$ cat src/rtl/sum_dsp_pkg.sv
// Shared constants and helpers for the sum-stream DSP chain (decimator, DAC feed).
package sum_dsp_pkg;
   localparam int SUM_W    = 15;
   localparam int OUT_W    = 14;
   localparam int MAX_LOG2 = 10;

   localparam logic signed [OUT_W-1:0] OUT_MAX = 14'sd8191;
   localparam logic signed [OUT_W-1:0] OUT_MIN = -14'sd8192;

   function automatic logic [3:0] clamp_log2(input logic [3:0] req);
      return (req > 4'(MAX_LOG2)) ? 4'(MAX_LOG2) : req;
   endfunction
endpackage

$ cat src/rtl/sum_decimator_if.sv
// Sample-in / average-out bundle between the phase wrapper, decimator and readout.
interface sum_decimator_if;
   import sum_dsp_pkg::*;

   logic signed [SUM_W-1:0] sum_i;
   logic                    en_i;
   logic [3:0]              log2_decim_i;
   logic signed [OUT_W-1:0] data_o;
   logic                    valid_o;
   logic                    sat_o;
   logic                    busy_o;

   modport master (
      output sum_i, en_i, log2_decim_i,
      input  data_o, valid_o, sat_o, busy_o
   );

   modport slave (
      input  sum_i, en_i, log2_decim_i,
      output data_o, valid_o, sat_o, busy_o
   );
endinterface

$ cat src/rtl/sum_decimator_sat_signed.sv
// Combinational signed saturator: clips IN_W-bit input to OUT_W bits and flags the clip.
module sat_signed #(
   parameter int IN_W  = 25,
   parameter int OUT_W = 14
) (
   input  logic signed [IN_W-1:0]  din,
   output logic signed [OUT_W-1:0] dout,
   output logic                    clip
);
   logic [IN_W-OUT_W:0] top;

   // In range exactly when every bit above the output sign bit repeats it.
   always_comb begin
      top  = din[IN_W-1:OUT_W-1];
      clip = !((&top) || !(|top));
      if (!clip)
         dout = din[OUT_W-1:0];
      else if (din[IN_W-1])
         dout = {1'b1, {(OUT_W-1){1'b0}}};
      else
         dout = {1'b0, {(OUT_W-1){1'b1}}};
   end
endmodule

$ cat src/rtl/sum_decimator.sv
// Boxcar average over 2^k enabled samples with decimation, floor shift and saturation.
module sum_decimator
   import sum_dsp_pkg::*;
(
   input logic             clk_i,
   input logic             rst_i,
   sum_decimator_if.slave  bus
);
   localparam int ACC_W = SUM_W + MAX_LOG2;

   logic signed [ACC_W-1:0]    acc_p0;
   logic [MAX_LOG2-1:0]        count_p0;
   logic [3:0]                 shift_p0;
   logic signed [OUT_W-1:0]    data_p1;
   logic                       vld_p1;
   logic                       sat_p1;

   logic signed [ACC_W-1:0]    sum_ext;
   logic signed [ACC_W-1:0]    total;
   logic signed [ACC_W-1:0]    avg;
   logic [MAX_LOG2:0]          last_idx;
   logic                       last;
   logic signed [OUT_W-1:0]    avg_sat;
   logic                       clip;

   always_comb begin
      sum_ext  = {{MAX_LOG2{bus.sum_i[SUM_W-1]}}, bus.sum_i};
      total    = acc_p0 + sum_ext;
      avg      = total >>> shift_p0;
      last_idx = ((MAX_LOG2+1)'(1) << shift_p0) - (MAX_LOG2+1)'(1);
      last     = ({1'b0, count_p0} == last_idx);
   end

   sat_signed #(
      .IN_W  (ACC_W),
      .OUT_W (OUT_W)
   ) u_sat (
      .din  (avg),
      .dout (avg_sat),
      .clip (clip)
   );

   // Stage p0 -> p1: accumulate, and on the block's last sample register the average.
   always_ff @(posedge clk_i) begin
      if (rst_i) begin
         acc_p0   <= '0;
         count_p0 <= '0;
         shift_p0 <= clamp_log2(bus.log2_decim_i);
         data_p1  <= '0;
         vld_p1   <= 1'b0;
         sat_p1   <= 1'b0;
      end else begin
         vld_p1 <= 1'b0;
         sat_p1 <= 1'b0;
         if (bus.en_i) begin
            if (last) begin
               acc_p0   <= '0;
               count_p0 <= '0;
               shift_p0 <= clamp_log2(bus.log2_decim_i);
               data_p1  <= avg_sat;
               vld_p1   <= 1'b1;
               sat_p1   <= clip;
            end else begin
               acc_p0   <= total;
               count_p0 <= count_p0 + MAX_LOG2'(1);
            end
         end
      end
   end

   assign bus.data_o  = data_p1;
   assign bus.valid_o = vld_p1;
   assign bus.sat_o   = sat_p1;
   assign bus.busy_o  = (count_p0 != '0);
endmodule

$ cat src/flat_wrapper.sv
// flat-port wrapper written by rule: the top's interface ports become plain ports
module sum_decimator_flat import sum_dsp_pkg::*;
  (clk_i, rst_i, bus_sum_i, bus_en_i, bus_log2_decim_i, bus_data_o, bus_valid_o, bus_sat_o, bus_busy_o);
  sum_decimator_if bus_i ();
  input logic clk_i;
  input logic rst_i;
  input wire logic [$bits(bus_i.sum_i)-1:0] bus_sum_i;
  input wire logic [$bits(bus_i.en_i)-1:0] bus_en_i;
  input wire logic [$bits(bus_i.log2_decim_i)-1:0] bus_log2_decim_i;
  output wire logic [$bits(bus_i.data_o)-1:0] bus_data_o;
  output wire logic [$bits(bus_i.valid_o)-1:0] bus_valid_o;
  output wire logic [$bits(bus_i.sat_o)-1:0] bus_sat_o;
  output wire logic [$bits(bus_i.busy_o)-1:0] bus_busy_o;
  assign bus_i.sum_i = bus_sum_i;
  assign bus_i.en_i = bus_en_i;
  assign bus_i.log2_decim_i = bus_log2_decim_i;
  assign bus_data_o = bus_i.data_o;
  assign bus_valid_o = bus_i.valid_o;
  assign bus_sat_o = bus_i.sat_o;
  assign bus_busy_o = bus_i.busy_o;
  sum_decimator u_core (.clk_i(clk_i), .rst_i(rst_i), .bus(bus_i));
endmodule
$ cat config.mk
export PLATFORM = sky130hd
export DESIGN_NAME = sum_decimator_flat
export DESIGN_NICKNAME = d
export VERILOG_FILES = /design/src/rtl/sum_dsp_pkg.sv /design/src/rtl/sum_decimator_if.sv /design/src/rtl/sum_decimator_sat_signed.sv /design/src/rtl/sum_decimator.sv /design/src/flat_wrapper.sv
export SDC_FILE = /design/constraint.sdc
export NUM_CORES = 1
export LEC_CHECK = 0
export ABC_AREA = 1
export BUFFER_PORTS_ARGS = -buffer_cell sky130_fd_sc_hd__buf_2
export CAP_MARGIN = 40
export CORE_MARGIN = 2
export CORE_UTILIZATION = 35
export CTS_CLUSTER_DIAMETER = 50
export DETAILED_ROUTE_END_ITERATION = 6
export PLACE_DENSITY_LB_ADDON = 0.1
export SLEW_MARGIN = 20
export SYNTH_ARGS = -nofsm -noshare
export SYNTH_HDL_FRONTEND = slang
export SYNTH_SLANG_ARGS = --single-unit
$ cat constraint.sdc
create_clock -name clk_i -period 3.8 [get_ports clk_i]
set_clock_uncertainty 0.1 [all_clocks]
set_input_delay 0.76 -clock clk_i [delete_from_list [all_inputs] [get_ports clk_i]]
set_output_delay 0.76 -clock clk_i [all_outputs]
set_load 0.1 [all_outputs]
==> impl_metrics.ini, run 1 <==
[detailed_routing]
first_pass_iters = 5
initialDrtViolationCount = 374
wirelength_mm = 16.27
wl_per_cell_um = 13.72
dr_total_vias = 5785
remaining_drc_errors = 0
viasPerCell = 4.878
route.antenna.remaining_nets = 0

[flow_run]
maxCapViolations = 0

[global_routing]
met2_usage_pct = 33.85
grt_pass1_vias = 5569
grt_pass1_wl_mm = 27.23
use_met1_pct = 29.09
antenna_found_initial = 0
gr-usage-met3_pct = 2.287
grt_overflow = 0
grt_usage_pct = 20.63
grt_max_degree = 31
busiest_layer = met2

[placement]
io_buffers = 38
gp_congestion = 0.8681
dp_slack_ns = 0.03630
dp_hpwl_mm = 12.93

[power]
p_clk_share_pct = 21.5
p_leak_nw = 3.271
power_density_nw_per_um2 = 382.3
ir_drop_mv = 0.1853
p_int_mw = 1.317
pwr-share-comb_pct = 51.0
p_sw_mw = 1.038
power_frac_seq_pct = 27.4
switching_share_pct = 44.08

[layout]
area_growth_pct = 13.35
n_antenna_cell = 0
fin_nets = 1047
drive_gt1_share_pct = 12.22
multi_input_area_um2 = 3710
final-seq-area_um2 = 1141
fillers = 1763

[timing]
finalHoldViolations = 0
tns_ns = 0
tightest_slew_ns = 0.6908
relSlewSlack_pct = 53.95
setup_slack_ns = 0.3261
rsz0062_at_grt = no
finalCriticalPeriod_ns = 3.474
maxSlewViolCount = 0
finalCritPeriodShare_pct = 91.42
setup_viol = 0
fmax_mhz = 287.9

[cts]
cts_sinks = 55
clockBufferDepth = 2
post_cts_resized = 0
cts_tree = built
clockRootBuffer = clkbuf_16
numCtsBuffers = 5
h-tree-depth = 2
path_clk_slew_ns = 0.08
clock_latency_ns = 0.31
post_cts_buffers = 0
cts.hold.buffers_added = 0

[die]
core_um2 = 15200
start_util_pct = 35.76
fp.dieW_um = 128.6
die_y_um = 128.6
rows = 45
dieArea_um2 = 16550
io_pins = 39

[synthesis]
ys_seq_area_share_pct = 20.99
yosysUniqueCellTypes = 49
syn_inst = 942
synth-async-reset-ratio_pct = 0
yosysTopAreaCell = nand2_1
ys_top_cells_by_count = nand2_1 (384), inv_1 (105), nand3_1 (96), nor2_1 (56), dfxtp_1 (51)
synth_most_common_cell = nand2_1
syn-num-nets = 992
synth_edf_count = 4
synthTopCellsByArea = nand2_1 (27%), dfxtp_1 (19%), nand3_1 (8.8%)
ys_ff_latch = 55
yosys_warnings = 0
synth_top_area_share_pct = 26.51
syn_area_per_cell_um2 = 5.771
ys.flop_type = dfxtp_1
syn_area_um2 = 5436

[critical_path]
critical_path_class = primary input to flop
cp_data_arrival_time_ns = 3.58
endpoint_kind = flop
cp_max_fo = 9
cp-start-kind = primary input
r2r_cells = 23
required_ns = 3.91

[worst_hold_path]
min_path_cells = 2
hold_path_class = flop to flop

[outcome]
outcome = finished, final reports clean
worst max-delay path, cell delays in order:
cell and delay, ns:
buf_2 0.17, buf_4 0.17, ha_1 0.38, nand2_1 0.07, nor2_1 0.20, nand2_1 0.11, nor2_1 0.11, nand2_1 0.11
nand3_1 0.12, nand2_2 0.06, nand3_1 0.13, nand2_1 0.11, nand2_1 0.10, nand3_2 0.11, nand2_1 0.09, nand2_1 0.05
nor2_1 0.08, nand2_1 0.08, nand2_1 0.08, nand2_2 0.09, nand3_2 0.12, buf_4 0.13, nand2_1 0.05, nand2_1 0.05
nand2_1 0.04
final cells by class:
class	instances	area share [%]
clock buffer	5	2.030
inverter	110	6.701
clock inverter	3	0.4467
multi-input combinational	746	60.20
timing repair buffer	79	8.284
tap	188	3.817
sequential	55	18.52
through the flow:
stage / hold slack (ns) / cells / area (um^2) / utilization [%] / power, mW
finish: 0.3517 / 1186 / 6162 / 40.54 / 2.355
global placement: 0.3357 / 1178 / 6010 / 39.53 / 1.872
CTS: 0.3539 / 1186 / 6162 / 40.54 / 2.389
floorplan: 0.3491 / 942 / 5436 / - / 1.512
detailed placement: 0.3386 / 1178 / 6010 / 39.53 / 1.862
global route: 0.3589 / 1186 / 6162 / 40.54 / 2.567
routing by layer:
metal  part of all wire, %  routed length, um  up-vias
met5                     0                  0        -
met3                   2.4                393       14
met2                    45               7274       81
li1                      -                  -     3119
met1                    52               8384     2571
met4                   1.4                221        0
power groups by stage:
stage | registers [mW] | logic, mW | clock network [mW]
2_1_floorplan | 0.653 | 0.859 | 0
3_3_place_gp | 0.661 | 1.21 | 0
3_5_place_dp | 0.660 | 1.20 | 0
4_1_cts | 0.647 | 1.21 | 0.533
5_1_grt | 0.652 | 1.37 | 0.549
6_report | 0.646 | 1.20 | 0.507
cell families after synthesis:
group | count (synthesis) | share of synthesized area, %
AO/OA/AOI/OAI | 92 | 9.781
XOR/XNOR | 28 | 4.511
adder cells (fa/ha/maj) | 28 | 6.582
buffers and inverters | 141 | 10.77
flip-flops | 55 | 20.99
multiplexers | 1 | 0.1841
AND/OR/NAND/NOR | 597 | 47.18
flip-flops by register name, summed over array words and instances, names as in the netlist:
register / flops
u_core.acc_p0: 25
u_core.bus.data_o: 14
u_core.count_p0: 10
u_core.shift_p0: 4
u_core.bus.sat_o: 1
u_core.bus.valid_o: 1
worst paths after layout:
path                                                        start                                 end  slack (ns)
worst max-delay path                                bus_sum_i[14]  u_core.bus.data_o[12]$_SDFFE_PP0P_        0.33
worst min-delay path            u_core.bus.data_o[0]$_SDFFE_PP0P_   u_core.bus.data_o[0]$_SDFFE_PP0P_        0.35
worst max register to register      u_core.acc_p0[8]$_SDFFE_PP0P_  u_core.bus.data_o[12]$_SDFFE_PP0P_        0.56
worst min register to register  u_core.bus.data_o[0]$_SDFFE_PP0P_   u_core.bus.data_o[0]$_SDFFE_PP0P_        0.35
layout by cell type (no fill, tap or decap), types with 5 or more instances in the layout:
master	Yosys	final
buf_4	3	40
dfxtp_1	51	51
buf_2	10	38
xnor2_1	12	12
nor2_1	56	56
ha_1	27	27
a21oi_1	37	37
nor3_1	9	9
xor2_1	16	16
clkbuf_16	0	5
nand2_1	384	384
inv_1	105	105
o21ai_0	28	28
nand3_2	8	8
nor2_2	5	5
o211ai_1	7	7
nand3_1	96	96
nand2_2	11	11
nand4_1	12	12
Note: power is estimated with default switching activity, not from simulation.
==> inputs of run 2 (changes only) <==
Settings changed: CORE_UTILIZATION 35 to 33.
==> impl_metrics.ini, run 2 (same netlist as run 1, synthesis figures left out) <==
[timing]
tns_ns = 0
setup_slack_ns = 0.3554
tightest_slew_ns = 0.6927
finalCriticalPeriod_ns = 3.445
maxSlewViolCount = 0
finalCritPeriodShare_pct = 90.65
finalHoldViolations = 0
fmax_mhz = 290.3
relSlewSlack_pct = 53.82
setup_viol = 0

[cts]
h-tree-depth = 2
post_cts_resized = 0
path_clk_slew_ns = 0.08
clockBufferDepth = 2
cts.hold.buffers_added = 0
cts_sinks = 55
cts_tree = built
clock_latency_ns = 0.31
clockRootBuffer = clkbuf_16
post_cts_buffers = 0
numCtsBuffers = 5

[critical_path]
max_stage_delay_ns = 0.38
crit_chain = buf_2 -> buf_4 -> ha_1 -> nand2_1 -> nor2_1 -> nand2_1 -> nor2_1 -> nand2_1 -> nand3_1 -> nand2_2 -> nand3_1 -> nand2_1 -> nand2_1 -> nand3_1 -> nand2_1 -> nand2_1 -> nor2_1 -> nand2_1 -> nand2_1 -> nand2_2 -> nand3_4 -> nand2_1 -> nand2_1 -> nand2_1
cp_max_fo = 14
critical_path_class = primary input to flop
cp_data_arrival_time_ns = 3.55
r2r_cells = 19
r2r-end = u_core.bus.data_o[7]$_SDFFE_PP0P_
endpoint_kind = flop
r2r-start = u_core.acc_p0[0]$_SDFFE_PP0P_
required_ns = 3.91
slowest_stage = ha_1
cpMostUsedCell = nand2_1
cp-start-kind = primary input
r2r_slack_ns = 0.65

[power]
power_density_nw_per_um2 = 376.8
p_leak_nw = 3.289
ir_drop_mv = 0.1800

[detailed_routing]
route.antenna.remaining_nets = 0
dr_total_vias = 5784
remaining_drc_errors = 1
initialDrtViolationCount = 369
wl_per_cell_um = 13.71
viasPerCell = 4.749
wirelength_mm = 16.70
first_pass_iters = 7

[worst_hold_path]
holdCritStartpoint = u_core.bus.data_o[10]$_SDFFE_PP0P_
hold_path_class = flop to flop
hold-path-endpoint = u_core.bus.data_o[10]$_SDFFE_PP0P_
min_path_cells = 2

[global_routing]
grt_pass1_wl_mm = 27.69
grt_max_degree = 31
grt_overflow = 0
grt_usage_pct = 19.47
antenna_found_initial = 0
grt_pass1_vias = 5488

[layout]
area_growth_pct = 14.36
n_antenna_cell = 0
instances_no_fill = 1218
drive_gt1_share_pct = 12.57
largest_reg_flops = 25
largest-register = u_core.acc_p0
most-common-layout-cells = nand2_1 (384), inv_1 (105), nand3_1 (96)
layout_commonest_cell = nand2_1
fin_nets = 1051
fillers = 1885

[die]
die_y_um = 132.4
rows = 46
dieArea_um2 = 17520
core_um2 = 16000
start_util_pct = 33.98
io_pins = 39
fp.dieW_um = 132.4

[placement]
gp_congestion = 0.8394
io_buffers = 38
dp_hpwl_mm = 13.35
dp.cells = 1210
dp_slack_ns = -0.001852

[outcome]
failed_checks = DRC
outcome = complete, but fails checks

[flow_run]
maxCapViolations = 0
-- run 2: cell count changes in the layout (fill, tap and decap cells not counted), sizes merged --
cell | previous run | this run
buf | 79 | 83
clkinv | 1 | 2
clkinvlp | 1 | 0
-- run 2: final cells by class --
| class | count | area [um^2] | area share (%) |
|---|---|---|---|
| clock inverters | 3 | 22.52 | 0.3622 |
| well taps | 216 | 270.3 | 4.347 |
| inverters | 110 | 412.9 | 6.641 |
| flip-flops and latches | 55 | 1141 | 18.35 |
| multi-input cells | 746 | 3717 | 59.79 |
| clock buffers | 5 | 125.1 | 2.012 |
| repair buffers | 83 | 528.0 | 8.493 |
-- run 2: metal layers --
metal / vias to the layer above / track usage (%) / wire [um]
li1: 3123 / - / -
met1: 2580 / 26.69 / 8361
met2: 71 / 32.67 / 7629
met3: 10 / 2.499 / 536
met4: 0 / 4.241 / 173
met5: - / 0 / 0
-- run 2: worst max path at each step --
stage / from / to / slack [ns] / depth (start not counted)
floorplan: bus_sum_i[0] / u_core.bus.data_o[10]$_SDFFE_PP0P_ / 0.47 / 21
global placement: bus_sum_i[14] / u_core.bus.data_o[1]$_SDFFE_PP0P_ / -0.05 / 24
detailed placement: bus_sum_i[0] / u_core.bus.data_o[8]$_SDFFE_PP0P_ / -0.002 / 19
CTS: bus_sum_i[14] / u_core.bus.data_o[0]$_SDFFE_PP0P_ / 0.33 / 21
global route: bus_sum_i[0] / u_core.bus.data_o[2]$_SDFFE_PP0P_ / -0.002 / 24
finish: bus_sum_i[14] / u_core.bus.data_o[8]$_SDFFE_PP0P_ / 0.36 / 24
-- run 2: critical path: cells and delay by family --
family                     cells  cell delay, ns
and+or+nand+nor               21            2.08
adders and majority gates      1            0.38
buffers and inverters          2            0.33
-- run 2: where the power goes --
group | switching (mW) | internal, mW
sequential | 0.0235 | 0.622
clock | 0.243 | 0.249
combinational | 0.763 | 0.441
total | 1.03 | 1.31
-- run 2: stage by stage --
step,cell area [um^2],hold slack [ns],total power [mW],utilization [%]
CTS,6210,0.3575,2.376,38.81
global route,6217,0.3796,2.556,38.86
detailed placement,6062,0.3379,1.865,37.89
finish,6217,0.3509,2.343,38.86
global placement,6062,0.3353,1.878,37.89
floorplan,5436,0.3491,1.512,-
